==> config.mk <==
export PLATFORM = sky130hd
export DESIGN_NAME = cdb_issue_unit
export DESIGN_NICKNAME = d
export VERILOG_FILES = /design/src/rtl/cdb_issue_unit.sv
export SDC_FILE = /design/constraint.sdc
export NUM_CORES = 1
export LEC_CHECK = 0
export BUFFER_PORTS_ARGS = -buffer_cell sky130_fd_sc_hd__clkbuf_2
export CAP_MARGIN = 40
export CORE_AREA = 2 2 70 72
export CTS_BUF_LIST = sky130_fd_sc_hd__clkbuf_2 sky130_fd_sc_hd__clkbuf_4 sky130_fd_sc_hd__clkbuf_8
export DETAILED_ROUTE_END_ITERATION = 16
export DIE_AREA = 0 0 72 74
export GPL_TIMING_DRIVEN = 0
export PLACE_DENSITY = 0.5
export SLEW_MARGIN = 40
export SYNTH_ARGS = -nofsm -noshare
export SYNTH_HDL_FRONTEND = slang
export SYNTH_SLANG_ARGS = --single-unit
==> constraint.sdc <==
create_clock -name clk -period 3.76 [get_ports clk]
set_input_delay 1.128 -clock clk [delete_from_list [all_inputs] [get_ports clk]]
set_output_delay 1.128 -clock clk [all_outputs]
set_load 0.1 [all_outputs]
==> src/rtl/cdb_issue_unit.sv <==
// Round-robin issue arbiter that reserves the CDB slot each channel will write at its fixed latency.
// Optional ISSUE_PERF_CNT_EN adds saturating grant and stall counters.
module cdb_issue_unit #(
  parameter int                  NUM_CH      = 4,
  parameter int                  MAX_LAT     = 8,
  parameter logic [4*NUM_CH-1:0] CH_LAT      = {4'd7, 4'd4, 4'd2, 4'd1},
  parameter logic [NUM_CH-1:0]   CH_BLOCKING = 4'b1000
) (
  input  logic              clk,
  input  logic              rst,
  input  logic [NUM_CH-1:0] queue_ready,
  output logic [NUM_CH-1:0] issue_grant,
  output logic [NUM_CH-1:0] cdb_sel,
  output logic              cdb_sel_valid,
  output logic              stall_conflict
`ifdef ISSUE_PERF_CNT_EN
  ,
  output logic [31:0]       perf_issue_cnt,
  output logic [31:0]       perf_conflict_cnt
`endif
);

  localparam int CW = (NUM_CH > 1) ? $clog2(NUM_CH) : 1;

  for (genvar i = 0; i < NUM_CH; i++) begin : g_chk
    if (CH_LAT[4*i +: 4] == 4'd0 || int'(CH_LAT[4*i +: 4]) > MAX_LAT) begin : g_bad
      $error("cdb_issue_unit: channel latency out of range 1..MAX_LAT");
    end
  end
  if (NUM_CH < 2 || NUM_CH > 8) begin : g_bad_num
    $error("cdb_issue_unit: NUM_CH must be 2..8");
  end

  function automatic logic [3:0] lat_of(input int i);
    return CH_LAT[4*i +: 4];
  endfunction

  function automatic logic [NUM_CH-1:0] onehot(input logic [CW-1:0] i);
    logic [NUM_CH-1:0] v;
    v    = '0;
    v[i] = 1'b1;
    return v;
  endfunction

  // occ_q[j]=1: the CDB slot j cycles ahead is reserved; own_q[j] names its channel
  logic [MAX_LAT:1]           occ_q, occ_d;
  logic [MAX_LAT:1][CW-1:0]   own_q, own_d;
  logic [CW-1:0]              rr_ptr_q, rr_ptr_d;
  logic [NUM_CH-1:0][3:0]     busy_q, busy_d;
  logic [NUM_CH-1:0]          cdb_sel_q, cdb_sel_d;
  logic                       cdb_sel_valid_q, cdb_sel_valid_d;

  logic [NUM_CH-1:0]          eligible;
  logic                       grant_vld;
  logic [CW-1:0]              grant_idx;
  logic [3:0]                 grant_lat;

  always_comb begin
    eligible  = '0;
    grant_vld = 1'b0;
    grant_idx = '0;
    for (int i = 0; i < NUM_CH; i++) begin
      eligible[i] = queue_ready[i] && !occ_q[int'(lat_of(i))] &&
                    !(CH_BLOCKING[i] && busy_q[i] != 4'd0);
    end
    for (int k = 0; k < NUM_CH; k++) begin
      int idx;
      idx = int'(rr_ptr_q) + k;
      if (idx >= NUM_CH) idx = idx - NUM_CH;
      if (!grant_vld && eligible[idx]) begin
        grant_vld = 1'b1;
        grant_idx = CW'(idx);
      end
    end
    if (rst) grant_vld = 1'b0;
    grant_lat      = lat_of(int'(grant_idx));
    issue_grant    = grant_vld ? onehot(grant_idx) : '0;
    stall_conflict = !rst && (|queue_ready) && !grant_vld;
  end

  always_comb begin
    for (int j = 1; j < MAX_LAT; j++) begin
      occ_d[j] = occ_q[j+1] | (grant_vld && int'(grant_lat) == j + 1);
      own_d[j] = (grant_vld && int'(grant_lat) == j + 1) ? grant_idx : own_q[j+1];
    end
    occ_d[MAX_LAT] = 1'b0;
    own_d[MAX_LAT] = '0;

    cdb_sel_valid_d = occ_q[1] | (grant_vld && grant_lat == 4'd1);
    if (grant_vld && grant_lat == 4'd1) cdb_sel_d = onehot(grant_idx);
    else if (occ_q[1])                  cdb_sel_d = onehot(own_q[1]);
    else                                cdb_sel_d = '0;

    if (!grant_vld)                           rr_ptr_d = rr_ptr_q;
    else if (int'(grant_idx) == NUM_CH - 1)   rr_ptr_d = '0;
    else                                      rr_ptr_d = grant_idx + CW'(1);

    // A blocking unit frees up in the cycle its result reaches the CDB
    for (int i = 0; i < NUM_CH; i++) begin
      if (grant_vld && int'(grant_idx) == i && CH_BLOCKING[i]) busy_d[i] = lat_of(i) - 4'd1;
      else if (busy_q[i] != 4'd0)                              busy_d[i] = busy_q[i] - 4'd1;
      else                                                     busy_d[i] = 4'd0;
    end
  end

  always_ff @(posedge clk) begin
    if (rst) begin
      occ_q           <= '0;
      own_q           <= '0;
      rr_ptr_q        <= '0;
      busy_q          <= '0;
      cdb_sel_q       <= '0;
      cdb_sel_valid_q <= 1'b0;
    end else begin
      occ_q           <= occ_d;
      own_q           <= own_d;
      rr_ptr_q        <= rr_ptr_d;
      busy_q          <= busy_d;
      cdb_sel_q       <= cdb_sel_d;
      cdb_sel_valid_q <= cdb_sel_valid_d;
    end
  end

  assign cdb_sel       = cdb_sel_q;
  assign cdb_sel_valid = cdb_sel_valid_q;

`ifdef ISSUE_PERF_CNT_EN
  logic [31:0] perf_issue_cnt_q, perf_issue_cnt_d;
  logic [31:0] perf_conflict_cnt_q, perf_conflict_cnt_d;

  always_comb begin
    perf_issue_cnt_d    = perf_issue_cnt_q;
    perf_conflict_cnt_d = perf_conflict_cnt_q;
    if (grant_vld && perf_issue_cnt_q != 32'hFFFF_FFFF)
      perf_issue_cnt_d = perf_issue_cnt_q + 32'd1;
    if (stall_conflict && perf_conflict_cnt_q != 32'hFFFF_FFFF)
      perf_conflict_cnt_d = perf_conflict_cnt_q + 32'd1;
  end

  always_ff @(posedge clk) begin
    if (rst) begin
      perf_issue_cnt_q    <= '0;
      perf_conflict_cnt_q <= '0;
    end else begin
      perf_issue_cnt_q    <= perf_issue_cnt_d;
      perf_conflict_cnt_q <= perf_conflict_cnt_d;
    end
  end

  assign perf_issue_cnt    = perf_issue_cnt_q;
  assign perf_conflict_cnt = perf_conflict_cnt_q;
`endif

endmodule

# --- Yosys cells after proc, flatten, opt, wreduce, memory -nomap -nowiden ---
# Index checks and enable logic that the tools add are counted.
word_totals:
  reg_bits: 35
  out_inout_bits: 10
  in_bits: 6
  word_cells: 131
op_classes:
  addsub: 9
  shift: 1
  magnitude_cmp: 12
  n_reduce_logical: 34
  n_eq_ne: 9
  n_bitwise: 9
  n_mux: 42
ops:
  columns: ["cell", "n"]
  rows:
  - ["$lt A32 B4 Y1 const B", 4]
  - ["$mux W32", 4]
  - ["$mux W2", 12]
  - ["$logic_and A1 B1 Y1", 21]
  - ["$eq A4 B4 Y1 const B", 5]
  - ["$shiftx A16 B5 Y4 const A", 1]
  - ["$mux W1", 15]
  - ["$mux W4", 3]
  - ["$sub A3 B3 Y4 const B", 3]
  - ["$logic_not A1 Y1", 10]
  - ["$ge A3 B3 Y1 const B", 3]
  - ["$bmux W1 S2", 4]
  - ["$eq A4 B3 Y1 const B", 2]
  - ["$or A1 B1 Y1", 8]
  - ["$add A2 B2 Y3 const B", 2]
  - ["$lt A2 B3 Y1 const B", 2]
  - ["$mux W3", 2]
  - ["$demux W1 S2", 2]
  - ["$eq A4 B1 Y1 const B", 1]
  - ["$ge A2 B1 Y1 const B", 2]
  - ["$reduce_bool A4 Y1", 1]
  - ["$reduce_or A4 Y1", 1]
  - ["$sub A2 B3 Y4 const B", 1]
  - ["$sub A4 B1 Y4 const B", 1]
  - ["6 further kinds", 6]

# --- Longest topological paths before layout ---
logic_depth:
  word_depth: 21
  ltp_mapped: 10
  ltp_nobuf: 10

# --- Least setup slack after synthesis ---
# No wires, ideal clock.
synth_path:
  path_kind: "in2out"
  from: "in queue_ready[0]"
  to: "out stall_conflict"
  path_slack_ns: -1.275
  arrival_ns: 3.907
  path_buffers: 1
  required_ns: 2.632
  stages: 5
  path_cell_list: "nor2b_1 -> nor3_4 -> nand2_1 -> buf_2 -> nor3_1"
synth_between:
  elab_chain_len: 17
synth_lines:
  columns: ["element", "line", "text"]
  rows:
  - ["from (decl)", "11", "input logic [NUM_CH-1:0] queue_ready,"]
  - ["$logic_and A1 B1 Y1", "63", "eligible[i] = queue_ready[i] && !occ_q[int'(lat_of(i))] &&"]
  - ["$bmux W1 S2", "70", "if (!grant_vld && eligible[idx]) begin"]
  - ["$mux W1 (not written as such) (2 in series)", "70", null]
  - ["$mux W1", "70", null]
  - ["$logic_not A1 Y1", "70", null]
  - ["$logic_and A1 B1 Y1", "70", null]
  - ["$mux W1", "70", null]
  - ["$logic_not A1 Y1", "70", null]
  - ["$logic_and A1 B1 Y1", "70", null]
  - ["$mux W1", "70", null]
  - ["$logic_not A1 Y1", "70", null]
  - ["$logic_and A1 B1 Y1", "70", null]
  - ["$mux W1", "70", null]
  - ["$mux W1", "75", "if (rst) grant_vld = 1'b0;"]
  - ["$logic_not A1 Y1", null, null]
  - ["$logic_and A1 B1 Y1 *", "78", "stall_conflict = !rst && (|queue_ready) && !grant_vld;"]
  - ["to (decl)", "15", "output logic stall_conflict"]
# Every way passes the cells marked *; elsewhere a longest branch is shown, timed or not. The select of a mux whose other input is x is not followed.

# --- Worst setup path in the final report ---
layout_path:
  from: "in queue_ready[1]"
  to: "out issue_grant[3]"
layout_between:
  elab_chain_len: 19
layout_lines:
  columns: ["element", "line", "text"]
  rows:
  - ["$logic_and A1 B1 Y1 *", "63", null]
  - ["$bmux W1 S2", "70", null]
  - ["$mux W1 (not written as such) (2 in series)", "70", null]
  - ["$mux W1", "70", null]
  - ["$logic_not A1 Y1", "70", null]
  - ["$logic_and A1 B1 Y1", "70", null]
  - ["$mux W1", "70", null]
  - ["$logic_not A1 Y1", "70", null]
  - ["[... 3 more ...]", null, null]
  - ["$logic_and A1 B1 Y1", "70", null]
  - ["$mux W2 *", "70", null]
  - ["via grant_idx[0]", "55", "logic [CW-1:0] grant_idx;"]
  - ["$lt A2 B3 Y1 (not written as such) / $ge A2 B1 Y1 (equally long branches)", "41", "v[i] = 1'b1;"]
  - ["$logic_and A1 B1 Y1 (not written as such)", "41", null]
  - ["$mux W1 (not written as such)", "41", null]
  - ["$demux W1 S2 *", "41", null]
  - ["$mux W4 *", "77", "issue_grant = grant_vld ? onehot(grant_idx) : '0;"]
  - ["to (decl)", "12", "output logic [NUM_CH-1:0] issue_grant,"]
# The timed path passes the listed nets; every way through them passes the cells marked *. The select of a mux whose other input is x is not followed.

==> flow_summary_export.csv <==
group,metric,value,unit
layout,instances_no_fill,239,
layout,multi_input_area,851,µm²
yosys,yosys_warnings,0,
power_and_ir_drop,power.clock.fraction,16.1,%
yosys,dominantRegCellSynth,"dfxtp_1",
placed_design,place_congestion,0.855,
setup_path,path_max_fanout,4,
timing,report.final.slew_viol_count,0,
clock_tree,clk_latency,0.28,ns
yosys,ys_seq_area_share,43.5,%
power_and_ir_drop,ir_drop,0.303,mV
drt,antenna_left,0,
min_path,hold_class,"register to register",
timing,fin_crit,3.70,ns
global_route,grt_pass1_wl,5800,µm
power_and_ir_drop,finalPower,1.74,mW
power_and_ir_drop,leakage,0.715,nW
status,status,"completed",
timing,finalHoldViolCount,0,
global_route,grt_start_max_net_pins,13,
power_and_ir_drop,comb_power_share,57.3,%
placed_design,post-place-ws,-0.775,ns
global_route,antenna_found_initial,0,
layout,design_area,0.00185,mm²
timing,tightest_slew,0.645,ns
placed_design,dp_hpwl,2370,µm
yosys,syn_nets,168,
floorplan,initial_core_util,29.0,%
setup_path,crit_type,"primary input to output port",
drt,via_count,1198,
layout,fin_util,40.2,%
global_route,grt_pass1_vias,1235,
yosys,synth-edff-count,0,
yosys,synthArstFlopShare,0,%
drt,first_pass_iters,4,
floorplan,die_y,74,µm
layout,n_antenna_cell,0,
clock_tree,clock-root-buffer,"clkbuf_8",
power_and_ir_drop,switching_power,814,µW
drt,routedWlPerCell,13.9,µm
drt,wl,3310,µm
min_path,min_path_cells,2,
timing,skew,0.00240,ns
yosys,synthesis.area,0.00133,mm²
global_route,grt_overflow_total,0,
timing,rsz0062_at_grt,"true",
clock_tree,htree_levels,2,
layout,syn2layout_area_growth,38.6,%
floorplan,rows,25,
setup_path,worstPathArrival,2.57,ns
layout,regArea,581,µm²
clock_tree,clkSinkCount,29,
yosys,synth-seq-cells,29,
drt,drt_iter0_markers,52,
timing,post-route-period-util,98.3,%
power_and_ir_drop,seqPwrFrac,26.6,%
layout,drive_gt1_share,30.8,%
setup_path,critPathRequiredTime,2.63,ns
clock_tree,clk_pin_slew,0.06,ns
floorplan,dieArea,0.00533,mm²
placed_design,place_area,0.00150,mm²
power_and_ir_drop,power_density,943,mW/mm²
setup_path,start_kind,"primary input",
yosys,synth_area_per_cell,8.66,µm²
placed_design,io_buffers,15,
yosys,synthCells,154,
yosys,yosysUniqueCellTypes,37,
timing,relSlewSlack,57.0,%
power_and_ir_drop,netSwitchingFraction,46.7,%
layout,fillers,444,
drt,avgViaCountPerCell,5.01,
clock_tree,cts_hold_buf,0,
drt,drc,0,
flow_run,max_cap_viol_count,0,
power_and_ir_drop,power.internal,929,µW
global_route,grt_usage,14.3,%
clock_tree,cts_inserted_buffers,5,
clock_tree,cts_tree,"built",
timing,finalSetupViolCount,0,
layout,nets,198,
timing,timing.final.ws_setup,0.0638,ns
layout,final_cell_mix,"dfxtp_1, a21oi_1, nand2_1",
floorplan,ios,16,
layout,final_common_cell,"dfxtp_1",
timing,fmax,0.271,GHz
placed_design,placedCellCount,223,
setup_path,end_kind,"output port",
clock_tree,clock_path_buffers,2,
floorplan,dieWidth,72,µm
setup_path,reg2reg_depth,11,
floorplan,coreArea,0.00460,mm²
## path summary, 6_finish.rpt
kind | to | slack (ns) | start
max | issue_grant[3] | 0.06 | queue_ready[1]
min reg2reg | occ_q[4] | 0.44 | occ_q[5]
max reg2reg | cdb_sel[0] | 0.95 | busy_q[12]
min | occ_q[4] | 0.44 | occ_q[5]
## through the flow
stage	hold WS, ns	setup TNS, ns
2_1_floorplan	0.413	-0.0252
3_3_place_gp	0.421	-2.46
3_5_place_dp	0.425	-2.70
4_1_cts	0.439	0
5_1_grt	0.461	-0.0233
6_report	0.437	0
## worst max-delay path, cell delays in order
cell and delay (ns):
clkbuf_2 0.10, nor2b_4 0.18, nor3_1 0.08, a31oi_2 0.23
nand2_2 0.11, a21oi_4 0.22, ha_4 0.18, and2_4 0.14
clkbuf_16 0.19
## flip-flops by register name, indices dropped and copies added (netlist names)
register	count
cdb_sel_valid	1
occ_q	6
cdb_sel	4
rr_ptr_q	2
busy_q	4
own_q	12
## routing by layer
metal	global-route usage (%)	wire, µm	part of all wire (%)
met5	0	0	0
met4	7.76	66	2.0
met3	3.66	84	2.5
met2	23.0	1540	46
met1	17.8	1620	49
## cell usage after synthesis (all sizes together), types with 2 or more instances
library cell / n / share of area (%)
nand4: 3 / 1.4
nor3: 5 / 2.7
nor2: 15 / 4.2
ha: 8 / 7.5
a31oi: 3 / 1.9
or3: 3 / 1.4
nand2b: 3 / 1.4
a211oi: 3 / 2.1
dfxtp: 29 / 44
and2: 6 / 2.8
o21ai: 8 / 3.0
clkbuf: 3 / 0.84
mux2i: 2 / 1.5
nand2: 19 / 5.3
a2111oi: 2 / 1.3
nor2b: 3 / 1.4
a21oi: 18 / 6.8
nand3: 2 / 0.75
nor4: 2 / 1.4
inv: 5 / 1.4
nand3b: 2 / 1.1
## power groups by stage
| stage | Clock (mW) | Sequential [mW] | Combinational, mW |
|---|---|---|---|
| after floorplan | 0 | 0.545 | 0.528 |
| after global placement | 0 | 0.460 | 0.768 |
| after detailed placement | 0 | 0.463 | 0.775 |
| after CTS | 0.288 | 0.462 | 0.905 |
| after global routing | 0.301 | 0.477 | 1.08 |
| final | 0.280 | 0.464 | 0.999 |
## cell families (layout without fill, tap and decap cells)
kind of cell	after synthesis	after routing	share of synthesized area [%]
simple gates	67	67	26.5
mux	2	2	1.50
compound gates	39	39	18.4
fa+ha+maj	8	8	7.50
flops	29	29	43.5
buf+inv	9	40	2.63
## cell type report
class	count	share of cell area (%)
Tap cell	54	3.66
Buffer	4	0.880
Clock inverter	1	0.271
Inverter	5	1.02
Timing Repair Buffer	23	11.5
Sequential cell	29	31.4
Multi-Input combinational cell	116	46.0
Clock buffer	7	5.21
## repair_timing
item | 4_1_cts | 5_1_grt
cloned | 0 | 0
setup endpoints to repair | 5 | 5
gates resized for setup | 24 | 14
setup buffers | 5 | 3
pin swaps | 3 | 1
No activity file was read; power rests on OpenSTA's default activity.
